### config.mk
export PLATFORM = sky130hd
export DESIGN_NAME = cypher_nibble_tx_flat
export DESIGN_NICKNAME = d
export VERILOG_FILES = /design/src/rtl/cypher_nibble_tx_if.sv /design/src/rtl/cypher_nibble_tx.sv /design/src/flat_wrapper.sv
export SDC_FILE = /design/constraint.sdc
export NUM_CORES = 1
export LEC_CHECK = 0
export CORE_MARGIN = 3
export CORE_UTILIZATION = 47
export CTS_CLUSTER_DIAMETER = 120
export DETAILED_ROUTE_END_ITERATION = 16
export HOLD_SLACK_MARGIN = 0.03
export PLACE_DENSITY = 0.79
export SYNTH_ARGS = -nofsm -noshare
export SYNTH_HDL_FRONTEND = slang
export SYNTH_SLANG_ARGS = --single-unit
export TNS_END_PERCENT = 100
### constraint.sdc
create_clock -name clock -period 1.8 [get_ports clock]
set_clock_uncertainty 0.1 [all_clocks]
set_input_delay 0.36 -clock clock [delete_from_list [all_inputs] [get_ports clock]]
set_output_delay 0.36 -clock clock [all_outputs]
set_load 0.005 [all_outputs]
### src/rtl/cypher_nibble_tx_if.sv
// Bus bundle for the cypher nibble transmitter: host request side,
// receiver handshake and status outputs.
// The frame-repeat count is named "repeats" because "repeat" is a
// reserved word in SystemVerilog.
interface cypher_nibble_tx_if;
   logic [15:0] cypher;
   logic [3:0]  repeats;
   logic        start;
   logic        abort;
   logic        ack;
   logic [3:0]  nibble_out;
   logic        read;
   logic        busy;
   logic        done;

   modport master (
      input  cypher, repeats, start, abort, ack,
      output nibble_out, read, busy, done
   );

   modport slave (
      output cypher, repeats, start, abort, ack,
      input  nibble_out, read, busy, done
   );
endinterface

### src/rtl/cypher_nibble_tx.sv
// Transmit side of the 4-bit cypher link. A 16-bit word is sent as four
// nibbles, LS nibble first, each under a read/ack handshake. Supports an
// optional idle gap after each accepted nibble (except the last one of the
// last frame), frame repetition and a synchronous abort.
// All outputs are registered. They are computed from the next state so
// that a start seen on edge t0 presents the first nibble right after t0.
module cypher_nibble_tx #(
   parameter int GAP_CYCLES = 0,
   parameter int GAP_W      = 4
) (
   input  logic                 clock,
   input  logic                 reset,
   cypher_nibble_tx_if.master   bus
);

   typedef enum logic [1:0] {
      IDLE = 2'd0,
      SEND = 2'd1,
      GAP  = 2'd2,
      DONE = 2'd3
   } state_t;

   localparam logic             GAP_EN   = (GAP_CYCLES != 0);
   localparam logic [GAP_W-1:0] GAP_LAST = GAP_W'(GAP_CYCLES - 1);

   state_t           state_r, state_s;
   logic [15:0]      shadow_r, shadow_s;
   logic [3:0]       frames_r, frames_s;
   logic [1:0]       index_r, index_s;
   logic [GAP_W-1:0] gap_r, gap_s;

   logic [3:0]       nibble_r, nibble_s;
   logic             read_r, read_s;
   logic             busy_r, busy_s;
   logic             done_r, done_s;
   logic [3:0]       sel_s;

   // State register plus datapath and registered outputs.
   always_ff @(posedge clock or negedge reset) begin
      if (!reset) begin
         state_r  <= IDLE;
         shadow_r <= 16'h0000;
         frames_r <= 4'h0;
         index_r  <= 2'd0;
         gap_r    <= '0;
         nibble_r <= 4'h0;
         read_r   <= 1'b0;
         busy_r   <= 1'b0;
         done_r   <= 1'b0;
      end else begin
         state_r  <= state_s;
         shadow_r <= shadow_s;
         frames_r <= frames_s;
         index_r  <= index_s;
         gap_r    <= gap_s;
         nibble_r <= nibble_s;
         read_r   <= read_s;
         busy_r   <= busy_s;
         done_r   <= done_s;
      end
   end

   // Next-state and datapath update; abort outside IDLE beats everything.
   always_comb begin
      state_s  = state_r;
      shadow_s = shadow_r;
      frames_s = frames_r;
      index_s  = index_r;
      gap_s    = gap_r;
      case (state_r)
         IDLE: begin
            if (bus.start && !bus.abort) begin
               state_s  = SEND;
               shadow_s = bus.cypher;
               frames_s = bus.repeats;
               index_s  = 2'd0;
               gap_s    = '0;
            end else begin
               state_s = IDLE;
            end
         end
         SEND: begin
            if (bus.abort) begin
               state_s = IDLE;
               index_s = 2'd0;
            end else if (bus.ack) begin
               if ((index_r == 2'd3) && (frames_r == 4'd0)) begin
                  state_s = DONE;
               end else begin
                  // Advance on the accepting edge; the gap only delays
                  // presentation of the already-selected next nibble.
                  if (index_r == 2'd3) begin
                     index_s  = 2'd0;
                     frames_s = frames_r - 4'd1;
                  end else begin
                     index_s = index_r + 2'd1;
                  end
                  gap_s = '0;
                  if (GAP_EN) begin
                     state_s = GAP;
                  end else begin
                     state_s = SEND;
                  end
               end
            end else begin
               state_s = SEND;
            end
         end
         GAP: begin
            if (bus.abort) begin
               state_s = IDLE;
               index_s = 2'd0;
            end else if (gap_r == GAP_LAST) begin
               state_s = SEND;
               gap_s   = '0;
            end else begin
               gap_s = gap_r + {{(GAP_W-1){1'b0}}, 1'b1};
            end
         end
         DONE: begin
            state_s = IDLE;
         end
         default: begin
            state_s = IDLE;
         end
      endcase
   end

   // Output values for the coming cycle, derived from the next state.
   always_comb begin
      sel_s = 4'h0;
      case (index_s)
         2'd0:    sel_s = shadow_s[3:0];
         2'd1:    sel_s = shadow_s[7:4];
         2'd2:    sel_s = shadow_s[11:8];
         2'd3:    sel_s = shadow_s[15:12];
         default: sel_s = 4'h0;
      endcase
      read_s = (state_s == SEND);
      busy_s = (state_s == SEND) || (state_s == GAP);
      done_s = (state_s == DONE);
      if (read_s) begin
         nibble_s = sel_s;
      end else begin
         nibble_s = 4'h0;
      end
   end

   assign bus.nibble_out = nibble_r;
   assign bus.read       = read_r;
   assign bus.busy       = busy_r;
   assign bus.done       = done_r;

endmodule

### src/flat_wrapper.sv
// flat-port wrapper written by rule: the top's interface ports become plain ports
module cypher_nibble_tx_flat 
#(
   parameter int GAP_CYCLES = 0,
   parameter int GAP_W      = 4
)
  (clock, reset, bus_cypher, bus_repeats, bus_start, bus_abort, bus_ack, bus_nibble_out, bus_read, bus_busy, bus_done);
  cypher_nibble_tx_if bus_i ();
  input  logic clock;
  input  logic reset;
  input wire logic [$bits(bus_i.cypher)-1:0] bus_cypher;
  input wire logic [$bits(bus_i.repeats)-1:0] bus_repeats;
  input wire logic [$bits(bus_i.start)-1:0] bus_start;
  input wire logic [$bits(bus_i.abort)-1:0] bus_abort;
  input wire logic [$bits(bus_i.ack)-1:0] bus_ack;
  output wire logic [$bits(bus_i.nibble_out)-1:0] bus_nibble_out;
  output wire logic [$bits(bus_i.read)-1:0] bus_read;
  output wire logic [$bits(bus_i.busy)-1:0] bus_busy;
  output wire logic [$bits(bus_i.done)-1:0] bus_done;
  assign bus_i.cypher = bus_cypher;
  assign bus_i.repeats = bus_repeats;
  assign bus_i.start = bus_start;
  assign bus_i.abort = bus_abort;
  assign bus_i.ack = bus_ack;
  assign bus_nibble_out = bus_i.nibble_out;
  assign bus_read = bus_i.read;
  assign bus_busy = bus_i.busy;
  assign bus_done = bus_i.done;
  cypher_nibble_tx #(.GAP_CYCLES(GAP_CYCLES), .GAP_W(GAP_W)) u_core (.clock(clock), .reset(reset), .bus(bus_i));
endmodule
==> flow_metrics.env, run 1 <==
export IMPL_cp_cell_sequence="ha_2 -> and4bb_2 -> o211ai_1 -> o211ai_1 -> clkbuf_16 -> mux2i_1 -> o22ai_1"
export IMPL_grt_pass1_wl_mm=6.52
export IMPL_hp_class="in2async"
export IMPL_path_clk_slew_ps=70
export IMPL_cpMostUsedCell="o211ai_1"
export IMPL_cts_tree="yes"
export IMPL_num_rows=21
export IMPL_start_util=0.509
export IMPL_synth_area_per_cell_um2=12.0
export IMPL_synth_nets=178
export IMPL_synth_xor_area_frac=0
export IMPL_finalCritPeriodShare=1.10
export IMPL_power_density_nw_per_um2=829
export IMPL_vias_per_cell=5.34
export IMPL_synth_compound_area_frac=0.0943
export IMPL_ys_seq_area_frac=0.496
export IMPL_firstDrtPassIters=5
export IMPL_syn_inst=147
export IMPL_area_growth_pct=44.6
export IMPL_placed_cells=244
export IMPL_cts_root_buf="clkbuf_8"
export IMPL_hold_violations=0
export IMPL_core_area_um2=3470
export IMPL_ios=32
export IMPL_yosys_area_share_simple=0.154
export IMPL_die_w_um=67.3
export IMPL_ys_warnings_count=0
export IMPL_nNetsFinal=244
export IMPL_dr_first_iter_drc_count=110
export IMPL_insertion_delay_ps=290
export IMPL_critPathMaxFanout=5
export IMPL_clk_path_buf_depth=2
export IMPL_slowest_delay_ps=390
export IMPL_vias=1389
export IMPL_synthMuxAreaShare=0.171
export IMPL_drc=0
export IMPL_dpl_hpwl_mm=2.81
export IMPL_io_buffers=31
export IMPL_relSlewSlack=0.702
export IMPL_netlist_area_um2=1770
export IMPL_layout_common_cells="dfrtp_1, clkdlybuf4s50_1, buf_4, mux2_4, nand2_1"
export IMPL_die_area_um2=4530
export IMPL_regToRegEndpoint="u_core.bus.nibble_out[1]"
export IMPL_multi_input_area_um2=883
export IMPL_track_usage=0.198
export IMPL_drive_gt1_frac=0.332
export IMPL_start_kind="register"
export IMPL_final_common_cell="dfrtp_1"
export IMPL_wire_per_inst_um=16.1
export IMPL_ir_worst_vdd_mv=0.663
export IMPL_synth_top_family_by_area="multiplexers"
export IMPL_cp_top_family="compound AO/OA/AOI/OAI gates"
export IMPL_cp_arrival_ps=2040
export IMPL_finalSetupViolCount=6
export IMPL_synth_edf_count=0
export IMPL_reg2reg_depth=7
export IMPL_worst_slew_pin_slew_ps=447
export IMPL_placed_area_um2=2310
export IMPL_finalInstanceArea_um2=2550
export IMPL_p_total_mw=2.12
export IMPL_reg2reg_from="u_core.index_r[0]"
export IMPL_final_util=0.736
export IMPL_cp_slowest_cell="dfrtp_1"
export IMPL_ys_ff_latch=35
export IMPL_reg2reg_slack_ps=-170
export IMPL_antenna_left=0
export IMPL_fin_crit_ps=1970
export IMPL_required_ps=1870
export IMPL_cap_violations=0
export IMPL_grt_ovfl_total=0
export IMPL_critPathBufInv=1
export IMPL_clock_sinks=35
export IMPL_h_tree_depth=2
export IMPL_async_reset_ff_frac=1.00
export IMPL_holdWs_ps=384
export IMPL_synth_fa_ha_area_frac=0.0425
export IMPL_yosysUniqueCellTypes=38
export IMPL_postRouteWirelength_mm=4.18
export IMPL_gp_congestion=0.839
export IMPL_post_place_ws_ps=-587
export IMPL_drv_slew=0
export IMPL_path_class="reg2reg"
export IMPL_antenna_found_initial=0
export IMPL_first_global_vias=1428
export IMPL_dieHeight_um=67.3
export IMPL_fin_cells=260
export IMPL_regArea_um2=876
export IMPL_num_antenna_cells=0
export IMPL_rsz0062_at_grt="yes"
export IMPL_worst_slack_ps=-172
export IMPL_cts_hold_buf=0
export IMPL_status="finished, violations left"
export IMPL_leakagePower_nw=1.15
export IMPL_fill_cells=254
export IMPL_setup_tns_ps=-698
export IMPL_synth_flop_cell="dfrtp_1"
export IMPL_grt_start_max_net_pins=36
export IMPL_cts_buffers=5
export IMPL_max_freq_mhz=507
export IMPL_violations="negative setup slack"
export IMPL_critPathCaptureType="register"
[synth_stat cells, types with 2 or more instances]
library cell  number  share of area
a21oi_1            6          0.017
buf_2              2         0.0057
buf_6              2          0.013
dfrtp_1           35           0.50
ha_1               6          0.043
inv_1              6          0.013
mux2_1             2          0.013
mux2_2             7          0.045
mux2_4             8          0.068
mux2i_1            8          0.045
nand2_1            9          0.019
nand2b_1           6          0.021
nand3_1            8          0.023
nand3b_1           2         0.0085
nand4_1            3          0.011
nor2_1             2         0.0043
nor3_1             3         0.0085
o211ai_1           3          0.013
o21ai_0            7          0.020
o22ai_1            4          0.014
[registers in the layout, summed over array words and instances (netlist names)]
register and count:
u_core.bus.done 1, u_core.bus.nibble_out 4, u_core.index_r 2, u_core.gap_r 4, u_core.shadow_r 16, u_core.state_r 2
u_core.frames_r 4, u_core.bus.read 1, u_core.bus.busy 1
[repair_timing]
action	CTS	global route
setup buffers	2	4
cloned	0	2
pin swaps	6	5
gates resized for setup	12	14
setup endpoints to repair	21	13
[layer usage]
metal	global-route usage	wire [um]	vias to the layer above
li1	-	-	666
met1	0.229	1710	678
met2	0.346	2160	36
met3	0.0549	211	9
met4	0.0785	89	0
met5	0	0	-
[area by class of cell]
class | count | area share
clock buffer | 8 | 0.0392
inverter | 6 | 0.00882
multi-input combinational | 101 | 0.346
sequential | 35 | 0.343
tap | 46 | 0.0225
timing repair buffer | 64 | 0.241
[where the power goes]
part | switching, mW | internal [mW]
logic | 0.222 | 0.329
clock network | 0.271 | 0.349
registers | 0.0477 | 0.898
[worst max path at each step]
| stage | startpoint | end | cells past startpoint |
|---|---|---|---|
| after floorplan | u_core.state_r[1] | u_core.bus.nibble_out[2] | 7 |
| after global placement | bus_start | u_core.bus.nibble_out[3] | 7 |
| after detailed placement | bus_start | u_core.bus.nibble_out[3] | 7 |
| after CTS | u_core.index_r[0] | u_core.bus.nibble_out[3] | 7 |
| after global routing | u_core.index_r[0] | u_core.bus.nibble_out[2] | 7 |
| final | u_core.index_r[0] | u_core.bus.nibble_out[1] | 7 |
[cell families after synthesis]
logic type	after synthesis
and+or+nand+nor	43
DFF	35
AOI/OAI and AO/OA	27
muxes	25
buffers and inverters	11
adders and majority gates	6
[worst register-to-register path: stages (launching register included)]
cell and delay, ps:
dfrtp_1 390, ha_2 210, and4bb_2 250, o211ai_1 200
o211ai_1 210, clkbuf_16 220, mux2i_1 180, o22ai_1 100
(Power assumes the default switching activity.)
==> inputs of run 2 (changes only) <==
CORE_ASPECT_RATIO = 1.1   (was not set)
==> run 2 against run 1 <==
  * The run still ends with negative setup slack left
  * Non-clock buffer count up 12
  * Sequential cell count unchanged
  * Sequential share of layout area shrank 1.0 points
  * Final area up 3.1%
  * Worst hold slack got worse by 77 ps
  * Cell count is 5.4% higher
  * Register-to-register slack got worse by 70 ps
  * Via count grew 5.2%
  * Sequential power hardly changed
  * Power down 4.2%
==> flow_metrics.env, run 2 (synthesized netlist as in run 1, its figures left out) <==
export IMPL_dieHeight_um=70.3
export IMPL_max_freq_mhz=491
export IMPL_io_buffers=31
export IMPL_die_area_um2=4530
export IMPL_fin_cells=274
export IMPL_antenna_left=0
export IMPL_drive_gt1_frac=0.398
export IMPL_clk_path_buf_depth=2
export IMPL_num_antenna_cells=0
export IMPL_firstDrtPassIters=4
export IMPL_critPathCaptureType="register"
export IMPL_hold_violations=0
export IMPL_largest_reg_flops=16
export IMPL_ir_worst_vdd_mv=0.599
export IMPL_finalSetupViolCount=7
export IMPL_first_global_vias=1522
export IMPL_layout_common_cells="buf_4, dfrtp_1, clkdlybuf4s50_1, mux2_4, nand2_1"
export IMPL_grt_start_max_net_pins=36
export IMPL_vias=1461
export IMPL_core_area_um2=3470
export IMPL_path_clk_slew_ps=110
export IMPL_gp_congestion=0.776
export IMPL_dr_first_iter_drc_count=102
export IMPL_cp_cell_sequence="or3b_4 -> nor2_8 -> buf_12 -> mux2_4 -> mux2i_1 -> o22ai_1"
export IMPL_postRouteWirelength_mm=4.51
export IMPL_drv_slew=0
export IMPL_start_kind="register"
export IMPL_cts_tree="yes"
export IMPL_cts_hold_buf=0
export IMPL_grt_ovfl_total=0
export IMPL_worst_slew_pin_slew_ps=429
export IMPL_required_ps=1930
export IMPL_violations="negative setup slack"
export IMPL_antenna_found_initial=0
export IMPL_area_growth_pct=49.1
export IMPL_vias_per_cell=5.33
export IMPL_cts_root_buf="clkbuf_4"
export IMPL_rsz0062_at_grt="yes"
export IMPL_critPathMaxFanout=6
export IMPL_worst_slack_ps=-238
export IMPL_relSlewSlack=0.714
export IMPL_status="finished, violations left"
export IMPL_fin_crit_ps=2040
export IMPL_critPathBufInv=1
export IMPL_insertion_delay_ps=350
export IMPL_power_density_nw_per_um2=770
export IMPL_ios=32
export IMPL_placed_cells=251
export IMPL_p_total_mw=2.03
export IMPL_cap_violations=0
export IMPL_drc=0
export IMPL_hp_class="in2async"
export IMPL_track_usage=0.210
export IMPL_wire_per_inst_um=16.5
export IMPL_finalCritPeriodShare=1.13
export IMPL_dpl_hpwl_mm=3.02
export IMPL_leakagePower_nw=1.20
export IMPL_regMostFlops="u_core.shadow_r"
export IMPL_clock_sinks=35
export IMPL_grt_pass1_wl_mm=7.20
export IMPL_final_util=0.759
export IMPL_nNetsFinal=256
export IMPL_num_rows=22
export IMPL_cp_arrival_ps=2170
export IMPL_cp_slowest_cell="or3b_4"
export IMPL_start_util=0.509
export IMPL_final_common_cell="buf_4"
export IMPL_cts_buffers=5
export IMPL_path_class="reg2reg"
export IMPL_cp_top_family="simple AND/OR/NAND/NOR gates"
export IMPL_slowest_delay_ps=460
export IMPL_die_w_um=64.4
export IMPL_h_tree_depth=2
[run 2: cell types whose count changed in the layout (fill, tap and decap cells not counted), sizes merged]
| cell | delta |
|---|---|
| buf | +13 |
| clkbuf | -1 |
| clkdlybuf4s50 | +1 |
| dlygate4sd2 | -1 |
[run 2: metrics by stage]
stage	area (um^2)	worst slack, ps	hold slack, ps	setup TNS (ps)
after floorplan	1770	-137	-35.6	-483
after global placement	2320	-546	368	-7720
after detailed placement	2320	-593	380	-8720
after CTS	2510	-167	324	-1010
after global routing	2630	-333	364	-1850
final	2630	-238	307	-1140
[run 2: final timing paths]
path | startpoint | endpoint | slack [ps] | cells after the start
max in group asynchronous | reset | u_core.shadow_r[12] | 980 | 2
hold reg to reg | u_core.shadow_r[3] | u_core.shadow_r[3] | 410 | 1
setup / recovery | u_core.state_r[1] | u_core.bus.nibble_out[1] | -240 | 6
hold / removal | reset | u_core.gap_r[2] | 310 | 2
setup reg to reg | u_core.state_r[1] | u_core.bus.nibble_out[1] | -240 | 6
min in group clock | u_core.shadow_r[3] | u_core.shadow_r[3] | 410 | 1
[run 2: report_power, final]
part           leakage, nW  internal [mW]  switching, mW
Sequential           0.437          0.896         0.0516
Combinational        0.719          0.358          0.233
Clock               0.0386          0.230          0.259
Total                 1.20           1.48          0.544
[run 2: cell type report]
type                    count  area, um^2
clock buffers               8        68.8
fillers                   244         836
inverters                   6        22.5
multi-input cells         101         903
flip-flops and latches     35         876
well taps                  48        60.1
repair buffers             76         702
[run 2: metal layers]
metal  global-route usage  routed length, um
met5                    0                  0
met4                0.106                160
met3               0.0659                166
met2                0.349               2410
met1                0.241               1770
[run 2: what timing repair did]
action                                  CTS  global route
pin swaps                                 6            12
setup buffers                             5             9
resized for setup                        16            17
hold endpoints to repair                  0             0
endpoints found under the setup margin    8            17
cloned                                    1             0
==> inputs of run 3 (changes only) <==
CORE_UTILIZATION = 45   (was 47)
GPL_TIMING_DRIVEN = 0   (was not set)
PLACE_DENSITY = 0.76   (was 0.79)
==> run 3 against run 2 <==
  * Utilization fell by 11 points
  * Largest cell class unchanged
  * Cell count decreased by 9.5%
  * Clock power is 16% higher
  * Maximum frequency decreased by 0.77%
  * First-iteration DRC count fell by 26%
  * Highest routed layer unchanged
  * Largest power group unchanged
  * The flow still finishes with violations (negative setup slack)
  * Global-route usage fell by 3.9 points
  * Sequential share of layout area grew 2.9 points
  * Critical path depth up 1
  * Via count decreased by 7.7%
  * Sequential cell count unchanged
==> flow_metrics.env, run 3 (synthesized netlist as in run 1, its figures left out) <==
export IMPL_slowest_delay_ps=410
export IMPL_antenna_left=0
export IMPL_worst_slew_pin_slew_ps=772
export IMPL_cp_cell_sequence="buf_6 -> or3b_4 -> nor2_8 -> buf_12 -> mux2_4 -> mux2i_2 -> o22ai_1"
export IMPL_cts_buffers=5
export IMPL_clk_path_buf_depth=2
export IMPL_finalSetupViolCount=6
export IMPL_fill_cells=287
export IMPL_leakagePower_nw=1.07
export IMPL_regMostFlops="u_core.shadow_r"
export IMPL_postRouteWirelength_mm=4.06
export IMPL_post_place_ws_ps=-735
export IMPL_gp_congestion=0.764
export IMPL_grt_pass1_wl_mm=6.22
export IMPL_insertion_delay_ps=280
export IMPL_cp_arrival_ps=2110
export IMPL_vias_per_cell=5.44
export IMPL_violations="negative setup slack"
export IMPL_reg2reg_from="u_core.state_r[1]"
export IMPL_relSlewSlack=0.485
export IMPL_required_ps=1860
export IMPL_cts_tree="yes"
export IMPL_fin_cells=248
export IMPL_core_area_um2=3710
export IMPL_holdWs_ps=48.3
export IMPL_reg2reg_depth=7
export IMPL_h_tree_depth=2
export IMPL_layout_common_cells="dfrtp_1, clkdlybuf4s50_1, mux2_4, buf_4, nand2_1"
export IMPL_finalCritPeriodShare=1.14
export IMPL_worst_slack_ps=-254
export IMPL_wl_met2_mm=2.09
export IMPL_critPathCaptureType="register"
export IMPL_routed_wl_met3_um=205
export IMPL_max_freq_mhz=487
export IMPL_ir_worst_vdd_mv=0.526
export IMPL_critPathBufInv=2
export IMPL_hp_class="in2async"
export IMPL_wl_met1_mm=1.69
export IMPL_grt_start_max_net_pins=36
export IMPL_antenna_found_initial=0
export IMPL_firstDrtPassIters=4
export IMPL_nNetsFinal=229
export IMPL_rsz0062_at_grt="yes"
export IMPL_fin_crit_ps=2050
export IMPL_die_area_um2=4710
export IMPL_vias=1349
export IMPL_drv_slew=0
export IMPL_track_usage=0.171
export IMPL_drc=0
export IMPL_ios=32
export IMPL_top_layer="met4"
export IMPL_first_global_vias=1402
export IMPL_die_w_um=65.7
export IMPL_grt_ovfl_total=0
export IMPL_dr_first_iter_drc_count=75
export IMPL_cap_violations=0
export IMPL_reg2reg_slack_ps=-250
export IMPL_num_rows=23
export IMPL_start_kind="register"
export IMPL_power_density_nw_per_um2=839
export IMPL_p_total_mw=2.04
export IMPL_area_growth_pct=37.5
export IMPL_final_common_cell="dfrtp_1"
export IMPL_io_buffers=30
export IMPL_status="finished, violations left"
export IMPL_cts_root_buf="clkbuf_8"
export IMPL_cp_top_family="simple AND/OR/NAND/NOR gates"
export IMPL_regToRegEndpoint="u_core.bus.nibble_out[1]"
export IMPL_path_clk_slew_ps=70
export IMPL_path_class="reg2reg"
export IMPL_num_antenna_cells=0
export IMPL_hold_violations=0
export IMPL_start_util=0.476
export IMPL_dpl_hpwl_mm=2.59
export IMPL_placed_cells=227
export IMPL_drive_gt1_frac=0.318
export IMPL_cp_slowest_cell="or3b_4"
export IMPL_critPathMaxFanout=8
export IMPL_largest_reg_flops=16
export IMPL_dieHeight_um=71.7
export IMPL_cts_hold_buf=0
export IMPL_clock_sinks=35
export IMPL_setup_tns_ps=-1020
export IMPL_wire_per_inst_um=16.4
[run 3: layer usage]
| layer | GRT usage | vias to the layer above |
|---|---|---|
| met1 | 0.201 | 672 |
| met5 | 0 | - |
| met3 | 0.0455 | 8 |
| met2 | 0.294 | 38 |
| met4 | 0.0645 | 0 |
| li1 | - | 631 |
[run 3: area by class of cell]
cell class | count | area [um^2] | area share
Buffer | 5 | 55.1 | 0.0227
Clock buffer | 6 | 82.6 | 0.0340
Clock inverter | 1 | 5.00 | 0.00206
Inverter | 6 | 22.5 | 0.00928
Multi-Input combinational cell | 101 | 898 | 0.370
Sequential cell | 35 | 877 | 0.361
Tap cell | 50 | 62.6 | 0.0258
Timing Repair Buffer | 44 | 424 | 0.175
[run 3: worst max path at each step]
stage | start | endpoint | cells after the start
floorplan | u_core.state_r[1] | u_core.bus.nibble_out[2] | 7
finish | u_core.state_r[1] | u_core.bus.nibble_out[1] | 7
CTS | u_core.state_r[1] | u_core.bus.nibble_out[1] | 7
global route | u_core.state_r[1] | u_core.bus.nibble_out[3] | 7
global placement | bus_start | u_core.bus.nibble_out[2] | 7
detailed placement | bus_start | u_core.bus.nibble_out[2] | 7
[run 3: per-stage QoR]
step / area [um^2] / utilization
4_1_cts: 2250 / 0.606
3_3_place_gp: 2130 / 0.573
5_1_grt: 2430 / 0.654
3_5_place_dp: 2120 / 0.572
6_report: 2430 / 0.654
2_1_floorplan: 1770 / -
[run 3: what timing repair did]
item | CTS | global route
pin swaps | 1 | 4
buffers inserted | 3 | 10
gates resized for setup | 7 | 21
endpoints found under the setup margin | 17 | 16
gates cloned | 0 | 1
[run 3: worst register-to-register path: cells and delay by family (launching register included)]
kind | cells | cell delay, ps
and+or+nand+nor | 2 | 570
AOI/OAI and AO/OA | 1 | 110
DFF | 1 | 380
buffers and inverters | 2 | 270
muxes | 2 | 500
[run 3: power by group]
part | total (mW) | switching [mW] | internal (mW)
sequential | 0.952 | 0.0538 | 0.898
combinational | 0.517 | 0.209 | 0.308
clock | 0.568 | 0.268 | 0.300
